$ cat src/rtl/pipeline_pkg.sv
// Shared pipeline definitions: control bundle layout, bubble constant and ALU op encodings.
package pipeline_pkg;

  localparam int DATA_W     = 32;
  localparam int REG_ADDR_W = 5;
  localparam int CTRL_W     = 10;

  // Bit positions inside the packed control bundle (bit 9 = regDst).
  localparam int CTRL_REG_DST    = 9;
  localparam int CTRL_ALU_SRC    = 8;
  localparam int CTRL_MEM_TO_REG = 7;
  localparam int CTRL_REG_WRITE  = 6;
  localparam int CTRL_MEM_READ   = 5;
  localparam int CTRL_MEM_WRITE  = 4;
  localparam int CTRL_BRANCH     = 3;
  localparam int CTRL_ALU_OP_HI  = 2;
  localparam int CTRL_ALU_OP_LO  = 1;
  localparam int CTRL_JUMP       = 0;

  localparam logic [CTRL_W-1:0] CTRL_BUBBLE = '0;

  typedef enum logic [1:0] {
    ALU_OP_ADD   = 2'b00,
    ALU_OP_SUB   = 2'b01,
    ALU_OP_FUNCT = 2'b10
  } alu_op_e;

  function automatic logic ctrl_mem_read(input logic [CTRL_W-1:0] ctrl);
    return ctrl[CTRL_MEM_READ];
  endfunction

endpackage

$ cat src/rtl/id_ex_stage_if.sv
// ID->EX boundary bundle: decoded ID inputs, registered EX outputs and the load-use stall.
// Handshake: no valid/ready pair; idValid/exValid tag real instructions and hazardStall
// asks the upstream PC and IF/ID registers to hold for one cycle.
interface id_ex_stage_if;
  import pipeline_pkg::*;

  logic                  idValid;
  logic [CTRL_W-1:0]     idCtrl;
  logic [DATA_W-1:0]     idPcPlus4;
  logic [DATA_W-1:0]     idReadData1;
  logic [DATA_W-1:0]     idReadData2;
  logic [DATA_W-1:0]     idImm;
  logic [REG_ADDR_W-1:0] idRs;
  logic [REG_ADDR_W-1:0] idRt;
  logic [REG_ADDR_W-1:0] idRd;

  logic                  exValid;
  logic [CTRL_W-1:0]     exCtrl;
  logic [DATA_W-1:0]     exPcPlus4;
  logic [DATA_W-1:0]     exReadData1;
  logic [DATA_W-1:0]     exReadData2;
  logic [DATA_W-1:0]     exImm;
  logic [REG_ADDR_W-1:0] exRs;
  logic [REG_ADDR_W-1:0] exRt;
  logic [REG_ADDR_W-1:0] exRd;
  logic                  hazardStall;

  modport master (
    output idValid, idCtrl, idPcPlus4, idReadData1, idReadData2, idImm, idRs, idRt, idRd,
    input  exValid, exCtrl, exPcPlus4, exReadData1, exReadData2, exImm, exRs, exRt, exRd,
    input  hazardStall
  );

  modport slave (
    input  idValid, idCtrl, idPcPlus4, idReadData1, idReadData2, idImm, idRs, idRt, idRd,
    output exValid, exCtrl, exPcPlus4, exReadData1, exReadData2, exImm, exRs, exRt, exRd,
    output hazardStall
  );

endinterface

$ cat src/rtl/id_ex_stage_load_use_detect.sv
// Combinational load-use compare between the load in EX and the instruction in ID.
module load_use_detect
  import pipeline_pkg::*;
(
  input  logic                  i_ex_valid,
  input  logic                  i_ex_mem_read,
  input  logic                  i_id_valid,
  input  logic [REG_ADDR_W-1:0] i_ex_rt,
  input  logic [REG_ADDR_W-1:0] i_id_rs,
  input  logic [REG_ADDR_W-1:0] i_id_rt,
  output logic                  o_hazard
);

  logic w_rt_nonzero;
  logic w_match;

  // $0 is hardwired to zero, so a load into it never creates a dependency.
  assign w_rt_nonzero = (i_ex_rt != '0);
  assign w_match      = (i_ex_rt == i_id_rs) || (i_ex_rt == i_id_rt);
  assign o_hazard     = i_ex_valid & i_ex_mem_read & i_id_valid & w_rt_nonzero & w_match;

endmodule

$ cat src/rtl/id_ex_stage.sv
// ID/EX pipeline register with load-use bubble insertion, stall hold and flush squash.
// Optional macro ID_EX_PERF_COUNTERS_EN adds bubbleCount/flushCount outputs.
module id_ex_stage
  import pipeline_pkg::*;
(
  input  logic         clk,
  input  logic         rst,
  input  logic         stall,
  input  logic         flush,
  id_ex_stage_if.slave bus
`ifdef ID_EX_PERF_COUNTERS_EN
  ,
  output logic [31:0]  bubbleCount,
  output logic [31:0]  flushCount
`endif
);

  logic                  r_ex_valid;
  logic [CTRL_W-1:0]     r_ex_ctrl;
  logic [DATA_W-1:0]     r_ex_pc_plus4;
  logic [DATA_W-1:0]     r_ex_rd1;
  logic [DATA_W-1:0]     r_ex_rd2;
  logic [DATA_W-1:0]     r_ex_imm;
  logic [REG_ADDR_W-1:0] r_ex_rs;
  logic [REG_ADDR_W-1:0] r_ex_rt;
  logic [REG_ADDR_W-1:0] r_ex_rd;
  logic                  w_hazard;

  load_use_detect u_load_use_detect (
    .i_ex_valid    (r_ex_valid),
    .i_ex_mem_read (ctrl_mem_read(r_ex_ctrl)),
    .i_id_valid    (bus.idValid),
    .i_ex_rt       (r_ex_rt),
    .i_id_rs       (bus.idRs),
    .i_id_rt       (bus.idRt),
    .o_hazard      (w_hazard)
  );

  // Datapath fields follow ID on flush and bubble; only control and valid are squashed.
  always_ff @(posedge clk) begin
    if (rst) begin
      r_ex_valid    <= 1'b0;
      r_ex_ctrl     <= CTRL_BUBBLE;
      r_ex_pc_plus4 <= '0;
      r_ex_rd1      <= '0;
      r_ex_rd2      <= '0;
      r_ex_imm      <= '0;
      r_ex_rs       <= '0;
      r_ex_rt       <= '0;
      r_ex_rd       <= '0;
    end else if (flush || !stall) begin
      if (flush || w_hazard) begin
        r_ex_valid <= 1'b0;
        r_ex_ctrl  <= CTRL_BUBBLE;
      end else begin
        r_ex_valid <= bus.idValid;
        r_ex_ctrl  <= bus.idValid ? bus.idCtrl : CTRL_BUBBLE;
      end
      r_ex_pc_plus4 <= bus.idPcPlus4;
      r_ex_rd1      <= bus.idReadData1;
      r_ex_rd2      <= bus.idReadData2;
      r_ex_imm      <= bus.idImm;
      r_ex_rs       <= bus.idRs;
      r_ex_rt       <= bus.idRt;
      r_ex_rd       <= bus.idRd;
    end
  end

  assign bus.exValid     = r_ex_valid;
  assign bus.exCtrl      = r_ex_ctrl;
  assign bus.exPcPlus4   = r_ex_pc_plus4;
  assign bus.exReadData1 = r_ex_rd1;
  assign bus.exReadData2 = r_ex_rd2;
  assign bus.exImm       = r_ex_imm;
  assign bus.exRs        = r_ex_rs;
  assign bus.exRt        = r_ex_rt;
  assign bus.exRd        = r_ex_rd;
  assign bus.hazardStall = w_hazard;

`ifdef ID_EX_PERF_COUNTERS_EN
  logic [31:0] r_bubble_count;
  logic [31:0] r_flush_count;

  // Only hazard bubbles count as bubbles; flush squashes are tallied separately.
  always_ff @(posedge clk) begin
    if (rst) begin
      r_bubble_count <= '0;
      r_flush_count  <= '0;
    end else if (flush) begin
      r_flush_count  <= r_flush_count + 32'd1;
    end else if (!stall && w_hazard) begin
      r_bubble_count <= r_bubble_count + 32'd1;
    end
  end

  assign bubbleCount = r_bubble_count;
  assign flushCount  = r_flush_count;
`endif

endmodule

$ cat src/flat_wrapper.sv
// flat-port wrapper written by rule: the top's interface ports become plain ports
module id_ex_stage_flat import pipeline_pkg::*;
  (clk, rst, stall, flush, bus_idValid, bus_idCtrl, bus_idPcPlus4, bus_idReadData1, bus_idReadData2, bus_idImm, bus_idRs, bus_idRt, bus_idRd, bus_exValid, bus_exCtrl, bus_exPcPlus4, bus_exReadData1, bus_exReadData2, bus_exImm, bus_exRs, bus_exRt, bus_exRd, bus_hazardStall);
  id_ex_stage_if bus_i ();
  input  logic clk;
  input  logic rst;
  input  logic stall;
  input  logic flush;
  input wire logic [$bits(bus_i.idValid)-1:0] bus_idValid;
  input wire logic [$bits(bus_i.idCtrl)-1:0] bus_idCtrl;
  input wire logic [$bits(bus_i.idPcPlus4)-1:0] bus_idPcPlus4;
  input wire logic [$bits(bus_i.idReadData1)-1:0] bus_idReadData1;
  input wire logic [$bits(bus_i.idReadData2)-1:0] bus_idReadData2;
  input wire logic [$bits(bus_i.idImm)-1:0] bus_idImm;
  input wire logic [$bits(bus_i.idRs)-1:0] bus_idRs;
  input wire logic [$bits(bus_i.idRt)-1:0] bus_idRt;
  input wire logic [$bits(bus_i.idRd)-1:0] bus_idRd;
  output wire logic [$bits(bus_i.exValid)-1:0] bus_exValid;
  output wire logic [$bits(bus_i.exCtrl)-1:0] bus_exCtrl;
  output wire logic [$bits(bus_i.exPcPlus4)-1:0] bus_exPcPlus4;
  output wire logic [$bits(bus_i.exReadData1)-1:0] bus_exReadData1;
  output wire logic [$bits(bus_i.exReadData2)-1:0] bus_exReadData2;
  output wire logic [$bits(bus_i.exImm)-1:0] bus_exImm;
  output wire logic [$bits(bus_i.exRs)-1:0] bus_exRs;
  output wire logic [$bits(bus_i.exRt)-1:0] bus_exRt;
  output wire logic [$bits(bus_i.exRd)-1:0] bus_exRd;
  output wire logic [$bits(bus_i.hazardStall)-1:0] bus_hazardStall;
  assign bus_i.idValid = bus_idValid;
  assign bus_i.idCtrl = bus_idCtrl;
  assign bus_i.idPcPlus4 = bus_idPcPlus4;
  assign bus_i.idReadData1 = bus_idReadData1;
  assign bus_i.idReadData2 = bus_idReadData2;
  assign bus_i.idImm = bus_idImm;
  assign bus_i.idRs = bus_idRs;
  assign bus_i.idRt = bus_idRt;
  assign bus_i.idRd = bus_idRd;
  assign bus_exValid = bus_i.exValid;
  assign bus_exCtrl = bus_i.exCtrl;
  assign bus_exPcPlus4 = bus_i.exPcPlus4;
  assign bus_exReadData1 = bus_i.exReadData1;
  assign bus_exReadData2 = bus_i.exReadData2;
  assign bus_exImm = bus_i.exImm;
  assign bus_exRs = bus_i.exRs;
  assign bus_exRt = bus_i.exRt;
  assign bus_exRd = bus_i.exRd;
  assign bus_hazardStall = bus_i.hazardStall;
  id_ex_stage u_core (.clk(clk), .rst(rst), .stall(stall), .flush(flush), .bus(bus_i));
endmodule
$ cat config.mk
export PLATFORM = sky130hd
export DESIGN_NAME = id_ex_stage_flat
export DESIGN_NICKNAME = d
export VERILOG_FILES = /design/src/rtl/pipeline_pkg.sv /design/src/rtl/id_ex_stage_if.sv /design/src/rtl/id_ex_stage_load_use_detect.sv /design/src/rtl/id_ex_stage.sv /design/src/flat_wrapper.sv
export SDC_FILE = /design/constraint.sdc
export NUM_CORES = 1
export LEC_CHECK = 0
export CAP_MARGIN = 20
export CORE_MARGIN = 1
export CORE_UTILIZATION = 39
export DETAILED_ROUTE_END_ITERATION = 8
export PLACE_DENSITY_LB_ADDON = 0.1
export SLEW_MARGIN = 25
export SYNTH_ARGS = -nofsm -noshare
export SYNTH_HDL_FRONTEND = slang
export SYNTH_SLANG_ARGS = --single-unit
$ cat constraint.sdc
create_clock -name clk -period 1.9 [get_ports clk]
set_input_delay 0.19 -clock clk [delete_from_list [all_inputs] [get_ports clk]]
set_output_delay 0.19 -clock clk [all_outputs]
set_load 0.05 [all_outputs]
==> results of run 1 <==
through the flow:
stage	setup WS, ns	util (%)	hold slack, ns	TNS (ns)
2_1_floorplan	0.0152	-	0.323	0
3_3_place_gp	0.131	64.7	0.437	0
3_5_place_dp	0.115	64.7	0.442	0
4_1_cts	-0.0716	69.1	0.165	-0.0716
5_1_grt	-0.102	69.3	0.171	-0.102
6_report	-0.0482	69.3	0.178	-0.0482
power by group through the flow:
stage          Clock [uW]  Combinational (uW)  Sequential (uW)
2_1_floorplan           0                 387             4280
3_3_place_gp            0                1920             3600
3_5_place_dp            0                1920             3610
4_1_cts              3400                1940             3530
5_1_grt              3550                2040             3550
6_report             3330                1930             3530
layer usage:
metal  vias to the layer above  share of wire, %  track usage, %
met2                       198                48            38.7
li1                       2896                 -               -
met5                         -                 0               0
met1                      2559                40            25.8
met4                         0               2.6            10.1
met3                        31               9.2            9.53
worst max-delay path, cell delays in order (launching register included):
cell       delay, ns
dfxtp_4         0.34
or4_4           0.54
o2111ai_4       0.25
nor2b_4         0.07
buf_12          0.15
state kept, by name, summed over array words and instances, names as in the netlist:
name,count
u_core.bus.exReadData1,32
u_core.bus.exRd,5
u_core.bus.exReadData2,32
u_core.bus.exPcPlus4,32
u_core.bus.exImm,32
u_core.bus.exCtrl,10
u_core.bus.exValid,1
u_core.bus.exRt,5
u_core.bus.exRs,5
synth_stat cells:
cell	n
o2111ai_4	1
buf_1	7
a211oi_2	1
buf_2	8
nand2_1	288
o21ai_2	10
or4_4	1
a21oi_2	1
nand2b_1	1
dlygate4sd1_1	1
o22ai_1	1
dfxtp_1	154
nor3b_1	10
nor3b_2	1
a22oi_1	10
nor2_4	1
nand3_1	2
buf_6	1
a21oi_1	144
xnor2_1	10
nand3b_1	10
nor2b_1	2
clkbuf_1	34
or3b_1	1
buf_4	4
how the worst max path moves through the flow:
stage | from | slack, ns | endpoint
5_1_grt | u_core.bus.exRt[1] | -0.10 | bus_hazardStall
3_3_place_gp | flush | 0.13 | u_core.bus.exCtrl[4]
4_1_cts | u_core.bus.exRt[1] | -0.07 | bus_hazardStall
2_1_floorplan | u_core.bus.exRt[4] | 0.02 | bus_hazardStall
3_5_place_dp | flush | 0.11 | u_core.bus.exCtrl[4]
6_report | u_core.bus.exRt[1] | -0.05 | bus_hazardStall
logic make-up after synthesis:
| family | share of synthesized area, % |
|---|---|
| AND/OR/NAND/NOR | 23.1 |
| XOR/XNOR | 1.55 |
| AO/OA/AOI/OAI | 16.6 |
| buffers and inverters | 4.31 |
| flip-flops | 54.5 |
cell type report:
class	count	area share, %
tap	180	2.32
multi-input combinational	495	24.3
sequential	154	31.9
timing repair buffer	337	35.4
clock inverter	12	1.26
clock buffer	20	4.81
repair_timing:
item,in CTS,in global routing
pin swaps,1,2
setup endpoints to repair,7,3
gates resized for setup,8,4
buffers inserted,3,2
gates cloned,0,0
==> impl_metrics.yaml, run 1 <==
status:
  outcome: "finished with violations"
  violations: "negative setup slack"
floorplan:
  die_w_um: 122
  rows: 43
  die_y_um: 122
  dieArea_mm2: 0.0150
  core-area_mm2: 0.0140
  initial_core_util_pct: 40.4
  num_io_pins: 313
synth:
  syn_area_mm2: 0.00566
  synth.top_cell.area_share_pct: 54.5
  syn-num-nets: 862
  syn_avg_cell_area_um2: 8.03
  yosys.area.top_type: "dfxtp_1"
  synth_cells: 704
  yosys_warnings: 0
  synth.top_cells.by_area: "dfxtp_1 55%, nand2_1 19%, a21oi_1 13%"
  yosysSeqAreaShare_pct: 54.5
  ys_seq_elements: 154
  yosys.cell_types.count: 25
setup_path:
  path_class: "flip-flop to output pin"
  end_kind: "output pin"
  r2r-end: "u_core.bus.exCtrl[8]"
  cp_max_fo: 2
  ff2ff_setup_slack_ns: 0.13
  r2r_cells: 7
  cp-start-kind: "flip-flop"
  cp_data_required_time_ns: 1.71
  worst_r2r_startpoint: "u_core.bus.exRt[1]"
  cp.arrival_ns: 1.76
pwr:
  ir_drop_mv: 0.596
  seq_power_share_pct: 40.1
  p_total_uw: 8800
  sw_frac_of_total_pct: 29.0
  leakage_uw: 0.00381
  p_per_area_mw_per_mm2: 908
  combPwrFrac_pct: 21.9
  p_clk_share_pct: 37.9
  internal_power_uw: 6240
  power.net_switching_uw: 2560
clock_tree:
  cts_buffer_depth: 2
  htree_levels: 4
  clk_latency_ns: 0.41
  clock_sinks: 154
  postCtsHoldBufs: 0
  cts_tree: "yes"
  clockRootBuffer: "clkbuf_16"
  clkTransAtPathRegs_ns: 0.06
  cts_buffers: 17
layout:
  seqCellArea_mm2: 0.00309
  design.final.nets: 1163
  num_antenna_cells: 0
  area_delta_synth_final_pct: 71.4
  mostFrequentLayoutCell: "clkdlybuf4s50_1"
  nFillCells: 1189
  multi_input_area_mm2: 0.00236
  layout_common_cells: "304 x clkdlybuf4s50_1, 288 x nand2_1, 150 x dfxtp_1"
  drive_above_1_share_pct: 8.25
  final_cells: 1198
  fin_area_mm2: 0.00969
sta:
  maxSlewViolCount: 0
  min_period_ns: 1.95
  fin_crit_sh_pct: 103
  tightestPinTransition_ns: 0.584
  setup_ws_ns: -0.0482
  rsz0062_at_grt: "yes"
  fmax_mhz: 513
  finalHoldViolCount: 0
  setup_viol: 1
  skew_ns: 0.00572
  maxSlewHeadroom_pct: 61.0
route:
  ant_nets: 0
  routedWlPerCell_um: 14.9
  first_iter_violations: 180
  dr.pass1.iters: 4
  vias: 5684
  routed_wl_mm: 17.9
  vias_per_cell: 4.74
  post-route-drc-count: 0
worst_hold_path:
  hold_class: "input pin to flip-flop"
  hold_depth: 2
  min_to: "u_core.bus.exImm[31]"
  hold_path_startpoint: "rst"
global_routing:
  grt_pass1_vias: 5305
  grt_pass1_wl_mm: 26.8
  overflow: 0
  antenna_found_initial: 0
  grt_max_degree: 58
  track_usage_pct: 23.2
flow_run:
  max_cap_viol_count: 0
placed_design:
  dp.cells: 1161
  hpwlAfterDp_mm: 12.6
  dpl_cell_area_mm2: 0.00905
  io_buffers: 312
  place.gp.congestion: 0.759
Power figures use the tool's default switching activity.
==> run 2: changes to the inputs <==
CORE_ASPECT_RATIO = 1.5   (was not set)
CORE_UTILIZATION = 30   (was 39)
clock period = 2.2 ns   (was 1.9 ns; I/O delays follow)
==> impl_metrics.yaml, run 2 (synthesis results as in run 1) <==
layout:
  layout_common_cells: "310 x clkdlybuf4s50_1, 288 x nand2_1, 154 x dfxtp_1"
  mostFrequentLayoutCell: "clkdlybuf4s50_1"
  finish.utilization_pct: 52.2
  area_delta_synth_final_pct: 70.4
  multi_input_area_mm2: 0.00235
  final_cells: 1259
  nFillCells: 1803
  fin_area_mm2: 0.00964
  seqCellArea_mm2: 0.00308
  drive_above_1_share_pct: 6.55
  num_antenna_cells: 0
  design.final.nets: 1153
global_routing:
  grt_pass1_vias: 5284
  grt_use_met3_pct: 7.30
  met1_usage_pct: 21.8
  grt_busiest_layer: "met2"
  overflow: 0
  antenna_found_initial: 0
  grt_pass1_wl_mm: 28.2
  grt_use_met2_pct: 30.8
  track_usage_pct: 18.6
  grt_max_degree: 71
setup_path:
  slowest_delay_ns: 0.50
  cp_max_fo: 5
  end_kind: "output pin"
  cp_data_required_time_ns: 1.98
  path_cells: "xnor2_1 -> nand3_1 -> o22ai_2 -> nor2b_1 -> buf_12"
  cp-start-kind: "flip-flop"
  cp_top_family: "flip-flops"
  path_class: "flip-flop to output pin"
  critPathSlowestCell: "dfxtp_1"
  path_buf_inv: 1
  cp.arrival_ns: 1.80
clock_tree:
  postCtsHoldBufs: 0
  clk_latency_ns: 0.42
  post_cts_resized: 0
  cts_setup_buffers: 0
  clock_sinks: 154
  clockRootBuffer: "clkbuf_16"
  cts_buffers: 17
  htree_levels: 4
  clkTransAtPathRegs_ns: 0.06
  cts_buffer_depth: 2
  cts_tree: "yes"
placed_design:
  dpl_cell_area_mm2: 0.00905
  io_buffers: 312
  place.gp.congestion: 0.730
  dp.cells: 1228
  hpwlAfterDp_mm: 12.6
floorplan:
  die_y_um: 170
  rows: 61
  num_io_pins: 313
  dieArea_mm2: 0.0194
  core-area_mm2: 0.0185
  die_w_um: 114
  initial_core_util_pct: 30.6
pwr:
  p_clk_share_pct: 38.4
  internal_power_uw: 5330
  p_per_area_mw_per_mm2: 790
  ir_drop_mv: 0.489
  power.net_switching_uw: 2280
  combPwrFrac_pct: 21.5
  seq_power_share_pct: 40.0
  sw_frac_of_total_pct: 30.0
  leakage_uw: 0.00369
sta:
  fin_crit_sh_pct: 91.9
  min_period_ns: 2.02
  tightestPinTransition_ns: 0.557
  rsz0062_at_grt: "no"
  tns_ns: 0
  hold_slack_ns: 0.258
  setup_viol: 0
  maxSlewHeadroom_pct: 62.7
  skew_ns: 0.0124
  fmax_mhz: 494
  finalHoldViolCount: 0
  maxSlewViolCount: 0
route:
  vias_per_cell: 4.45
  routed_wl_mm: 18.1
  routedWlPerCell_um: 14.4
  first_iter_violations: 331
  vias: 5608
  ant_nets: 0
  dr.pass1.iters: 4
  post-route-drc-count: 0
flow_run:
  max_cap_viol_count: 0
worst_hold_path:
  hold_class: "input pin to flip-flop"
status:
  outcome: "complete, no violations"
==> run 2: cell types whose count changed in the layout (fill, tap and decap cells not counted), moves of 2 or more <==
cell             previous run  this run
buf_12                     10         6
buf_4                      18        11
clkbuf_8                    3         1
clkdlybuf4s50_1           304       310
clkinv_2                    5         0
clkinv_4                    0         2
dfxtp_1                   150       154
dfxtp_2                     2         0
dfxtp_4                     2         0
dlygate4sd2_1               3         0
dlymetal6s2s_1              2         0
inv_6                       0         3
==> run 2: worst paths after layout <==
check,startpoint,endpoint,slack (ns),cells past startpoint
min,rst,u_core.bus.exReadData1[10],0.26,2
max,u_core.bus.exRt[0],bus_hazardStall,0.18,5
max reg2reg,u_core.bus.exRt[1],u_core.bus.exValid,0.52,5
min reg2reg,u_core.bus.exReadData1[31],u_core.bus.exReadData1[31],0.45,2
==> run 2: power groups by stage <==
stage	combinational, uW	clock [uW]	sequential [uW]
floorplan	334	0	3690
global placement	1650	0	3110
detailed placement	1650	0	3110
CTS	1660	2990	3050
global route	1740	3120	3070
finish	1640	2920	3050
==> run 2: per-layer routing <==
layer,part of all wire (%),vias up,wire length (um)
met5,0,-,0
met4,1.9,0,345
met3,8.9,20,1620
met2,48,212,8640
met1,41,2510,7510
li1,-,2866,-
==> run 2: final cells by class <==
| type | instances | area share [%] |
|---|---|---|
| tap | 252 | 3.27 |
| multi-input combinational | 495 | 24.4 |
| sequential | 154 | 32.0 |
| clock inverter | 12 | 1.47 |
| clock buffer | 19 | 4.60 |
| timing repair buffer | 327 | 34.3 |
==> run 2: worst register-to-register path: stages (launching register included) <==
cell       delay (ns)
dfxtp_1          0.36
or4_4            0.57
o2111ai_4        0.20
buf_4            0.24
a21oi_2          0.05
a211oi_2         0.20
==> run 2: per-stage QoR <==
stage                     setup WS (ns)  power, uW
after floorplan                 0.00388       4030
after global placement            0.330       4760
after detailed placement          0.323       4760
after CTS                         0.141       7700
after global routing             0.0604       7920
final                             0.177       7610
==> run 3: changes to the inputs <==
SLEW_MARGIN = not set   (was 25)
clock period = 2.4 ns   (was 2.2 ns; I/O delays follow)
==> impl_metrics.yaml, run 3 (synthesis results as in run 1) <==
flow_run:
  max_cap_viol_count: 0
clock_tree:
  clk_latency_ns: 0.41
  post_cts_resized: 0
  htree_levels: 4
  clkTransAtPathRegs_ns: 0.06
  clockRootBuffer: "clkbuf_16"
  cts_buffer_depth: 2
  cts_setup_buffers: 0
  postCtsHoldBufs: 0
  clock_sinks: 154
  cts_tree: "yes"
  cts_buffers: 17
floorplan:
  initial_core_util_pct: 30.6
  num_io_pins: 313
  rows: 61
  die_w_um: 114
  dieArea_mm2: 0.0194
  core-area_mm2: 0.0185
  die_y_um: 170
pwr:
  ir_drop_mv: 0.378
  seq_power_share_pct: 40.8
  sw_frac_of_total_pct: 30.2
  p_per_area_mw_per_mm2: 713
  leakage_uw: 0.00367
  internal_power_uw: 4780
  p_total_uw: 6850
  p_clk_share_pct: 37.2
  power.net_switching_uw: 2070
  combPwrFrac_pct: 22.0
placed_design:
  dpl_cell_area_mm2: 0.00905
  place.gp.congestion: 0.736
  hpwlAfterDp_mm: 12.6
  io_buffers: 312
layout:
  nFillCells: 1820
  layout_common_cells: "310 x clkdlybuf4s50_1, 288 x nand2_1, 154 x dfxtp_1"
  mostFrequentLayoutCell: "clkdlybuf4s50_1"
  finish.utilization_pct: 52.0
  num_antenna_cells: 0
  fin_area_mm2: 0.00961
  design.final.nets: 1151
  area_delta_synth_final_pct: 69.9
  drive_above_1_share_pct: 6.37
sta:
  tightestPinTransition_ns: 0.560
  maxSlewViolCount: 0
  fin_crit_sh_pct: 86.9
  skew_ns: 0.0109
  rsz0062_at_grt: "no"
  hold_slack_ns: 0.269
  min_period_ns: 2.09
  maxSlewHeadroom_pct: 62.6
  finalHoldViolCount: 0
  setup_viol: 0
  fmax_mhz: 479
  tns_ns: 0
setup_path:
  slowest_delay_ns: 0.58
  cp_top_family: "simple AND/OR/NAND/NOR gates"
  critPathSlowestCell: "or4_4"
  cp.arrival_ns: 1.85
  worst_r2r_startpoint: "u_core.bus.exRt[1]"
  path_buf_inv: 1
  cp_data_required_time_ns: 2.16
  ff2ff_setup_slack_ns: 0.65
  r2r_cells: 5
  path_cells: "or4_4 -> o2111ai_4 -> nor2b_1 -> buf_12"
  cp-startpoint: "u_core.bus.exRt[1]"
  r2r-end: "u_core.bus.exValid"
  cp-start-kind: "flip-flop"
  end_kind: "output pin"
  cp_max_fo: 5
  path_class: "flip-flop to output pin"
route:
  vias_per_cell: 4.48
  ant_nets: 0
  dr.pass1.iters: 4
  vias: 5630
  post-route-drc-count: 0
  routedWlPerCell_um: 14.6
  routed_wl_mm: 18.3
  first_iter_violations: 294
worst_hold_path:
  hold_depth: 2
  hold_path_startpoint: "rst"
  min_to: "u_core.bus.exReadData2[14]"
  hold_class: "input pin to flip-flop"
global_routing:
  antenna_found_initial: 0
  overflow: 0
  grt_pass1_vias: 5349
  grt_pass1_wl_mm: 28.3
  grt_max_degree: 72
  track_usage_pct: 18.7
status:
  outcome: "complete, no violations"
==> run 3: cell count changes in the layout (fill, tap and decap cells not counted), sizes merged <==
cell | before | now
clkbuf | 19 | 18
buf | 17 | 15
clkinv | 2 | 4
bufinv | 2 | 1
clkinvlp | 5 | 4
==> run 3: power by group through the flow <==
stage | logic [uW] | registers (uW) | clock network, uW
floorplan | 306 | 3390 | 0
global placement | 1520 | 2850 | 0
detailed placement | 1520 | 2850 | 0
CTS | 1520 | 2800 | 2640
global route | 1590 | 2810 | 2750
finish | 1510 | 2790 | 2550
==> run 3: worst max path at each step <==
| stage | cells past startpoint | to |
|---|---|---|
| floorplan | 4 | bus_hazardStall |
| global placement | 5 | u_core.bus.exCtrl[5] |
| detailed placement | 5 | u_core.bus.exCtrl[5] |
| CTS | 4 | bus_hazardStall |
| global route | 4 | bus_hazardStall |
| finish | 4 | bus_hazardStall |
==> run 3: layer usage <==
metal | wire [um] | part of all wire, % | track usage (%)
met5 | 0 | 0 | 0
met4 | 266 | 1.5 | 6.15
met3 | 1570 | 8.6 | 7.16
met2 | 8650 | 47 | 30.4
met1 | 7790 | 43 | 22.5
==> run 3: area by class of cell <==
cell class              instances  area (um^2)  share of cell area [%]
flip-flops and latches        154         3080                    32.1
well taps                     252          315                    3.28
multi-input cells             495         2350                    24.5
clock inverters                12          118                    1.22
repair buffers                325         3300                    34.4
clock buffers                  18          439                    4.57
==> run 3: through the flow <==
step / std cells / setup WS, ns
final: 1256 / 0.314
after global routing: 1256 / 0.226
after CTS: 1256 / 0.283
after detailed placement: 1226 / 0.513
after global placement: 1226 / 0.534
after floorplan: 704 / 0.184
==> run 3: worst reg2reg max path: cells and delay by family, from the launching register on <==
kind / cells / cell delay [ns]
compound gates: 3 / 0.48
flops: 1 / 0.37
simple gates: 1 / 0.58
buf+inv: 1 / 0.24
